`config.mk`:
```
export PLATFORM = sky130hd
export DESIGN_NAME = cache_mem_arbiter
export DESIGN_NICKNAME = d
export VERILOG_FILES = /design/src/rtl/cache_mem_arbiter.sv
export SDC_FILE = /design/constraint.sdc
export NUM_CORES = 1
export LEC_CHECK = 0
export CELL_PAD_IN_SITES_DETAIL_PLACEMENT = 1
export CELL_PAD_IN_SITES_GLOBAL_PLACEMENT = 1
export CORE_UTILIZATION = 25
export CTS_BUF_LIST = sky130_fd_sc_hd__clkbuf_4
export DETAILED_ROUTE_END_ITERATION = 16
export GPL_TIMING_DRIVEN = 0
export MAX_ROUTING_LAYER = met4
export PLACE_DENSITY_LB_ADDON = 0.1
export SETUP_SLACK_MARGIN = 0.15
export SYNTH_ARGS = -nofsm -noshare
export SYNTH_HDL_FRONTEND = slang
export SYNTH_SLANG_ARGS = --single-unit
```
`constraint.sdc`:
```
create_clock -name CLK -period 3 [get_ports CLK]
set_input_delay 0.9 -clock CLK [delete_from_list [all_inputs] [get_ports CLK]]
set_output_delay 0.9 -clock CLK [all_outputs]
set_load 0.005 [all_outputs]
```
`src/rtl/cache_mem_arbiter.sv`:
```
// -----------------------------------------------------------------------------
// cache_mem_arbiter
//
// Responder end of the cache-to-memory interface. Serialises instruction-cache
// and data-cache accesses onto a single-ported RAM. Data requests win over
// instruction requests unless the fairness mode is compiled in.
//
// Optional feature macro: ARB_FAIR_EN
//   When defined, a last-grant bit alternates priority under contention:
//   after a data completion, a simultaneous instruction request wins the next
//   arbitration. Aborts leave the bit untouched.
//
// Ports:
//   CLK, nRST            clock (rising edge), synchronous active-low reset
//   iREN, iaddr          instruction read request / word address
//   iwait, iload         low for the completing cycle / read data in that cycle
//   dREN, dWEN           data read / write request (write wins if both high)
//   daddr, dstore        data address / write data
//   dwait, dload         low for the completing cycle / read data in that cycle
//   ramREN, ramWEN       RAM read / write enable (registered)
//   ramaddr, ramstore    RAM address / write data (registered)
//   ramload, ramready    RAM read data / access-complete strobe
// -----------------------------------------------------------------------------
module cache_mem_arbiter #(
    parameter int ADDR_W = 32,
    parameter int DATA_W = 32
) (
    input  logic              CLK,
    input  logic              nRST,
    // instruction cache side
    input  logic              iREN,
    input  logic [ADDR_W-1:0] iaddr,
    output logic              iwait,
    output logic [DATA_W-1:0] iload,
    // data cache side
    input  logic              dREN,
    input  logic              dWEN,
    input  logic [ADDR_W-1:0] daddr,
    input  logic [DATA_W-1:0] dstore,
    output logic              dwait,
    output logic [DATA_W-1:0] dload,
    // RAM side
    output logic              ramREN,
    output logic              ramWEN,
    output logic [ADDR_W-1:0] ramaddr,
    output logic [DATA_W-1:0] ramstore,
    input  logic [DATA_W-1:0] ramload,
    input  logic              ramready
);

    typedef enum logic [1:0] {
        IDLE = 2'd0,
        DGNT = 2'd1,
        IGNT = 2'd2
    } state_t;

    state_t state;

    logic dreq;
    logic inst_first;
    logic dcomplete;
    logic icomplete;

    assign dreq = dREN | dWEN;

`ifdef ARB_FAIR_EN
    // Set by a data completion, cleared by an instruction completion.
    logic last_grant;
    assign inst_first = iREN & last_grant;
`else
    assign inst_first = 1'b0;
`endif

    // Completion is combinational from state and ramready so the cache sees
    // it with no added latency. Gating with nRST keeps a reset that lands on
    // the ramready cycle from leaking a completion pulse.
    assign dcomplete = nRST & (state == DGNT) & ramready;
    assign icomplete = nRST & (state == IGNT) & ramready;

    assign dwait = ~dcomplete;
    assign iwait = ~icomplete;

    // ramWEN still holds the latched access type throughout the grant.
    assign dload = (dcomplete && !ramWEN) ? ramload : '0;
    assign iload = icomplete ? ramload : '0;

    // The RAM-side registers double as the request latches: they are loaded
    // on grant and held until completion or abort, so requester changes
    // during a grant never reach the RAM.
    // NOTE: all state here is assigned with non-blocking (<=) so every
    // register samples its inputs from the same pre-edge values.
    always_ff @(posedge CLK) begin
        if (!nRST) begin
            state    <= IDLE;
            ramREN   <= 1'b0;
            ramWEN   <= 1'b0;
            ramaddr  <= '0;
            ramstore <= '0;
`ifdef ARB_FAIR_EN
            last_grant <= 1'b0;
`endif
        end else begin
            case (state)
                IDLE: begin
                    if (dreq && !inst_first) begin
                        state    <= DGNT;
                        ramWEN   <= dWEN;
                        ramREN   <= ~dWEN;
                        ramaddr  <= daddr;
                        ramstore <= dWEN ? dstore : '0;
                    end else if (iREN) begin
                        state    <= IGNT;
                        ramREN   <= 1'b1;
                        ramWEN   <= 1'b0;
                        ramaddr  <= iaddr;
                        ramstore <= '0;
                    end
                end

                DGNT: begin
                    // Completion takes precedence over a same-cycle enable drop.
                    if (ramready || !dreq) begin
                        state    <= IDLE;
                        ramREN   <= 1'b0;
                        ramWEN   <= 1'b0;
                        ramaddr  <= '0;
                        ramstore <= '0;
                    end
`ifdef ARB_FAIR_EN
                    if (ramready) begin
                        last_grant <= 1'b1;
                    end
`endif
                end

                IGNT: begin
                    if (ramready || !iREN) begin
                        state    <= IDLE;
                        ramREN   <= 1'b0;
                        ramWEN   <= 1'b0;
                        ramaddr  <= '0;
                        ramstore <= '0;
                    end
`ifdef ARB_FAIR_EN
                    if (ramready) begin
                        last_grant <= 1'b0;
                    end
`endif
                end

                default: begin
                    state    <= IDLE;
                    ramREN   <= 1'b0;
                    ramWEN   <= 1'b0;
                    ramaddr  <= '0;
                    ramstore <= '0;
                end
            endcase
        end
    end

endmodule

```
==> impl_results.md, run 1 <==
* Status: complete, no violations
* Area of the multi-input gates at around 2600 um2
* R2R Path End: ramaddr[3]$_SDFFE_PN0P_
* Largest cells by area after synthesis: dfxtp_1 33%, and2_1 9.7%, o211ai_2 8.2%
* Die span in x at 130 um
* Crit start category: input port
* Number of library cell types mapped by synthesis at 27
* DR pass1 iterations at 4
* CTS root buffer: clkbuf_4
* R2r startpoint: state[0]$_SDFFE_PN0P_
* Vias in the first global route at 5,317
* Kind of critical path: input port to output port
* Dominant cell type by area after synthesis: dfxtp_1
* Tot GR Track Use at between 20% and 30%
* Area of the mapped netlist at about 4100 um2
* First-pass GRT wire length at 28,900 um
* CP max-delay cell: clkdlybuf4s50_1
* Post-synth top cells: 68 x dfxtp_1, 68 x nand2_1, 64 x and2_1
* P&R area growth vs syn at 85.4%
* Port Buf Inserts at about 270
* Clk slew on worst S/H paths at between 0.1 and 0.15 ns
* Initial Util at 25.7%
* Crit. Startpoint: ramready
* Main combinational cell family by area after synthesis: compound AO/OA/AOI/OAI gates
* Post-CTS Hold Buffers at 0
* Ys Warns at 0
* Final #Nets at about 940
* Setup slack at placement at -1.62 ns
* Layout cell share with drive strength beyond 1 at 22.5%
* Final hold violations at 0
* RSZ-0062 raised after global routing: yes
* Final ANT Viol Nets at 0
* Avg WL per Cell at 19.6 um
* CORE AREA at 16,000 um2
* Total leakage power at 0.00279 uW
* Routed WL at approximately 20,000 um
* Final period util at between 90% and 100%
* Post-DP HPWL at around 15,000 um
* H-tree Lvls at 3
* Ys flop type: dfxtp_1
* Adder-cell area share of the yosys netlist at 0%
* Flop-to-flop setup slack at 0.68 ns
* Max Slew Vio Count at 0
* Total CTS buffers at 9
* Worst path bufs/invs at 3
* Mapped Cells at 506
* Vias at 5,082
* Clock Path Buffers at 2
* Cell Pwr Density at 292 nW/um2
* Initial antenna violation count at 1
* Yosys reg bits at 68
* Final Skew at 0.0190 ns
* Critical path required time at 2.10 ns
* Largest net degree at the start of global routing at 13
* Skew-Pair Late Insertion Delay at 0.45 ns
* Max Cap Viol at 0
* IO Count at ~270
* CP peak stage delay at roughly 0.50 ns
* R2R cell count at 6
* Vias per cell at ~4.9
* Critical Path, Cell by Cell: buf_8 > and4b_4 > buf_4 > and2_1 > clkdlybuf4s50_1
* Peak VDD IR at around 230 uV
* Compound-gate portion of the synthesized area at approximately 32%
* Syn nets at 640
* Final WS setup at 0.0309 ns
* Total die area at between 15,000 and 20,000 um2
* CP delay by family, top: buffers and inverters
* Die H at 130 um
* Fmax at approximately 0.34 GHz
* Cell count along the critical path at 5
* Post-Synth XOR/XNOR Area at 0%
* Setup Viol. Count Final at 0
* Sink Count at 68
* Post-synth top area share at approximately a third
* Worst EP arrival at 2.07 ns
* Synth Area in Simple Gates at 28.1%
* EDFF count, synth at 0
* Hold Crit Class: flip-flop to flip-flop
* Filler Cells Inserted at 1,890
* Min Tclk post-route at 2.97 ns
* Sequential area share after synthesis at approximately a third
* Initial drt markers at 167
* Rel. slew slack at 33.2%
* Post-Syn Area per Cell at 8.13 um2
* Measured slew at the worst slew-check pin at 1.00 ns
* Crit end category: output port
* CP Max Fanout at 6
* FF/Latch Area at around 1400 um2
* Setup crit end: iload[27]
* Multiplexer share of the synthesized area at 0%
* Fin util at 47.7%
* Residual DRC at 0
* CTS tree: yes
* Gp weighted congestion at about 0.78
* Rows at 46
* Total grt overflow at 0
* Post-synth ARST share at 0%
[what timing repair did]
| item | CTS | global route |
|---|---|---|
| gates cloned | 6 | 0 |
| pin swaps | 22 | 6 |
| endpoints found under the hold margin | 0 | 0 |
| endpoints found under the setup margin | 66 | 57 |
| resized for setup | 285 | 67 |
| setup buffers | 13 | 7 |
[stage by stage]
stage                     hold WS [ns]  power, uW  setup TNS (ns)  cell area, um2  std cells
after floorplan                  0.458       1260               0            4120        506
after global placement           0.451       1650          -70.34            7040        987
after detailed placement         0.464       1670          -75.49            7040        987
after CTS                        0.480       2240          -0.250            7420       1022
after global routing             0.499       2360         -0.0302            7630       1030
final                            0.479       2230               0            7630       1030
[logic make-up (layout without fill, tap and decap cells)]
group	count (synthesis)	count (layout)
AO/OA/AOI/OAI	165	165
buffers and inverters	62	368
flip-flops	68	68
other	0	1
AND/OR/NAND/NOR	211	212
[final cells by class]
class	instances	area share [%]
timing repair buffer	290	38.2
multi-input combinational	377	34.3
sequential	68	17.9
buffer	61	4.41
tap	216	3.54
clock buffer	10	0.984
clock inverter	6	0.541
inverter	1	0.0492
antenna	1	0.0328
[per-layer routing]
metal  vias up  share of wire, %  track usage, %
met5         -                 0               -
met4         0               1.2            5.06
met3        16               6.0            6.77
met2       150                50            38.5
met1      2456                43            27.2
li1       2460                 -               -
[where the power goes]
| group | switching (uW) | leakage, uW | internal [uW] |
|---|---|---|---|
| Clock | 359 | 0.0000600 | 177 |
| Combinational | 291 | 0.00217 | 394 |
| Sequential | 46.2 | 0.000559 | 960 |
[sequential cells by signal, indices dropped and copies added, names as in the netlist]
register / flops
ramREN: 1
state: 2
ramaddr: 32
ramWEN: 1
ramstore: 32
[placed cells by master, fill, tap and decap left out, types with 22 or more instances in the layout]
cell and instances:
and2_4 42, clkbuf_1 38, o211ai_2 27, clkdlybuf4s50_1 205, nand2_1 68, o21a_1 33
dfxtp_1 66, buf_6 55, o211ai_1 38, nand3_1 34, a32oi_1 32, nor3b_1 33
and2_1 22
[worst min path at each step]
stage / cells after the start / endpoint / slack [ns] / from
2_1_floorplan: 2 / ramstore[10]$_SDFFE_PN0P_ / 0.46 / ramstore[10]$_SDFFE_PN0P_
3_5_place_dp: 2 / ramstore[9]$_SDFFE_PN0P_ / 0.46 / ramstore[9]$_SDFFE_PN0P_
4_1_cts: 2 / ramstore[18]$_SDFFE_PN0P_ / 0.48 / ramstore[18]$_SDFFE_PN0P_
5_1_grt: 2 / ramstore[9]$_SDFFE_PN0P_ / 0.50 / ramstore[9]$_SDFFE_PN0P_
6_report: 2 / ramstore[18]$_SDFFE_PN0P_ / 0.48 / ramstore[18]$_SDFFE_PN0P_
3_3_place_gp: 2 / ramstore[9]$_SDFFE_PN0P_ / 0.45 / ramstore[9]$_SDFFE_PN0P_
[tightest hold or removal path, cell delays in order (launching register included)]
cell and delay (ns):
dfxtp_1 0.35, nand2_1 0.06, o21ai_1 0.05
Note: power is estimated with default switching activity, not from simulation.
==> run 2, diff against run 1 <==
Settings changed: CORE_UTILIZATION 25 to 26, PLACE_DENSITY from default to 0.85, PLACE_DENSITY_LB_ADDON 0.1 to default.
==> run 2 against run 1 <==
Die area decreased by 3.8%. Combinational power increased by 0.6%. Routed wire length increased by 1.6%.
==> impl_results.md, run 2 (synthesized netlist as in run 1, its figures left out) <==
* Status: complete, no violations (unchanged)
* Grt peak-use layer: met2 (unchanged)
* Total CTS buffers at 9 (unchanged)
* Initial antenna violation count at 1 (unchanged)
* Largest net degree at the start of global routing at 13 (unchanged)
* Flop-to-flop setup slack at 0.88 ns (was 0.68 ns)
* R2r startpoint: state[0]$_SDFFE_PN0P_ (unchanged)
* Total leakage power at 0.00287 uW (was 0.00279 uW)
* Hold Crit Class: flip-flop to flip-flop (unchanged)
* GRT met2 Usage at 47.4% (was 38.5%)
* Worst path bufs/invs at 6 (was 3)
* Rel. slew slack at 39.2% (was 33.2%)
* Final Skew at 0.0182 ns (was 0.0190 ns)
* Worst EP arrival at 2.03 ns (was 2.07 ns)
* Final period util at 97.8% (was 99.0%)
* Critical Path, Cell by Cell: buf_8 > nor2b_4 > buf_8 > nor3b_4 > buf_6 > buf_8 > clkbuf_16 > and2_1 > buf_2 (was buf_8 > and4b_4 > buf_4 > and2_1 > clkdlybuf4s50_1)
* Initial Util at 26.9% (was 25.7%)
* CP max-delay cell: clkbuf_16 (was clkdlybuf4s50_1)
* Total die area at 16,300 um2 (was 17,000 um2)
* Final hold violations at 0 (unchanged)
* Residual DRC at 0 (unchanged)
* Critical path required time at 2.10 ns (about the same)
* Die span in x at 128 um (was 130 um)
* Hold path startpoint: ramstore[11]$_SDFFE_PN0P_ (was ramstore[18]$_SDFFE_PN0P_)
* Port Buf Inserts at 265 (unchanged)
* H-tree Lvls at 3 (unchanged)
* Placed inst area at 7030 um2 (was 7040 um2)
* Measured slew at the worst slew-check pin at 0.910 ns (was 1.00 ns)
* GRT met1 Usage at 24.5% (was 27.2%)
* Vias at 5,264 (was 5,082)
* Clock Path Buffers at 2 (unchanged)
* Most frequent cells in the layout: 196 x clkdlybuf4s50_1, 67 x nand2_1, 66 x dfxtp_1 (was 205 x clkdlybuf4s50_1, 68 x nand2_1, 66 x dfxtp_1, 55 x buf_6, 42 x and2_4)
* Setup Viol. Count Final at 0 (unchanged)
* CP Max Fanout at 5 (was 6)
* CORE AREA at 15,300 um2 (was 16,000 um2)
* Filler Cells Inserted at 1,808 (was 1,890)
* P&R area growth vs syn at 86.5% (was 85.4%)
* Routed WL at 20,500 um (was 20,200 um)
* Initial drt markers at 240 (was 167)
* Die H at 128 um (was 130 um)
* Avg WL per Cell at 19.9 um (was 19.6 um)
* CTS tree: yes (unchanged)
* Most used cell, CP: buf_8
* Max Cap Viol at 0 (unchanged)
* Total grt overflow at 0 (unchanged)
* WHS Endpoint: ramstore[11]$_SDFFE_PN0P_ (was ramstore[18]$_SDFFE_PN0P_)
* Post-DP HPWL at 15,300 um (was 15,000 um)
* Rows at 45 (was 46)
* Grt met3 use at 5.84% (was 6.77%)
* Fmax at 0.341 GHz (was 0.337 GHz)
* Min Tclk post-route at 2.93 ns (was 2.97 ns)
* IO Count at 266 (unchanged)
* DR pass1 iterations at 4 (unchanged)
* Sink Count at 68 (unchanged)
* Tot GR Track Use at 25.1% (was 23.0%)
* Vias in the first global route at 5,592 (was 5,317)
* Setup TNS at 0 ns (unchanged)
* Clk slew on worst S/H paths at 0.12 ns (about the same)
* Skew-Pair Late Insertion Delay at 0.42 ns (was 0.45 ns)
* Max Slew Vio Count at 0 (unchanged)
* Gp weighted congestion at 0.813 (was 0.783)
* CTS root buffer: clkbuf_4 (unchanged)
* Layout cell share with drive strength beyond 1 at 20.8% (was 22.5%)
* Vias per cell at 5.10 (was 4.93)
* R2R cell count at 5 (was 6)
* Final #Nets at 950 (was 942)
* Most common cell after layout, fill and taps aside: clkdlybuf4s50_1 (unchanged)
* Peak VDD IR at 165 uV (was 229 uV)
* Kind of critical path: input port to output port (unchanged)
* CP peak stage delay at 0.15 ns (was 0.50 ns)
* R2R Path End: ramaddr[15]$_SDFFE_PN0P_ (was ramaddr[3]$_SDFFE_PN0P_)
* Final ANT Viol Nets at 0 (unchanged)
* RSZ-0062 raised after global routing: yes (unchanged)
* Fin area at 7680 um2 (was 7630 um2)
* First-pass GRT wire length at 30,300 um (was 28,900 um)
* Hold path cells at 2 (unchanged)
* Crit. Startpoint: nRST (was ramready)
* Cell Pwr Density at 300 nW/um2 (was 292 nW/um2)
* Crit end category: output port (unchanged)
* Biggest regs: ramaddr (32), ramstore (32), state (2) (unchanged)
* CP delay by family, top: buffers and inverters (unchanged)
* Crit start category: input port (unchanged)
[run 2: worst register-to-register path, cell delays in order, from the launching register on]
cell and delay, ns:
dfxtp_4 0.38, buf_4 0.14, nor3b_1 0.73, clkbuf_1 0.46
o211ai_1 0.23, o211ai_2 0.10
[run 2: metrics by stage]
stage / worst slack, ns / total power [uW] / hold slack [ns] / util [%] / instances
CTS: 0.0270 / 2300 / 0.478 / 49.1 / 1023
global route: 0.0308 / 2420 / 0.502 / 50.1 / 1033
global placement: -1.59 / 1640 / 0.453 / 45.9 / 982
finish: 0.0668 / 2310 / 0.477 / 50.1 / 1033
detailed placement: -1.67 / 1670 / 0.462 / 45.9 / 982
floorplan: 0.200 / 1260 / 0.458 / - / 506
[run 2: what timing repair did]
item	4_1_cts	5_1_grt
hold buffers	0	0
buffers inserted	19	9
hold endpoints to repair	0	0
pin swaps	30	3
gates cloned	7	0
setup endpoints to repair	66	49
resized for setup	259	59
[run 2: routing by layer]
metal	share of wire, %	up-vias
met3	6.9	34
met2	54	215
met1	36	2546
met4	3.1	0
li1	-	2469
met5	0	-
[run 2: power breakdown]
part / total [uW] / switching (uW) / internal (uW)
Sequential: 1010 / 51.1 / 959
Combinational: 689 / 289 / 399
Clock: 607 / 358 / 250
[run 2: final cells by class]
class | instances | area (um2) | share of cell area [%]
inverter | 1 | 3.75 | 0.0489
clock inverter | 7 | 67.6 | 0.880
multi-input combinational | 377 | 2600 | 33.9
tap | 211 | 264 | 3.44
clock buffer | 9 | 67.6 | 0.880
antenna | 1 | 2.50 | 0.0326
timing repair buffer | 299 | 2950 | 38.5
sequential | 68 | 1370 | 17.8
buffer | 60 | 349 | 4.55
[run 2: worst max path at each step]
| stage | slack [ns] | cells past startpoint | end |
|---|---|---|---|
| after floorplan | 0.20 | 5 | dload[10] |
| after global placement | -1.59 | 7 | dload[28] |
| after detailed placement | -1.67 | 7 | dload[15] |
| after CTS | 0.03 | 7 | iload[11] |
| after global routing | 0.03 | 9 | dload[15] |
| final | 0.07 | 9 | dload[18] |
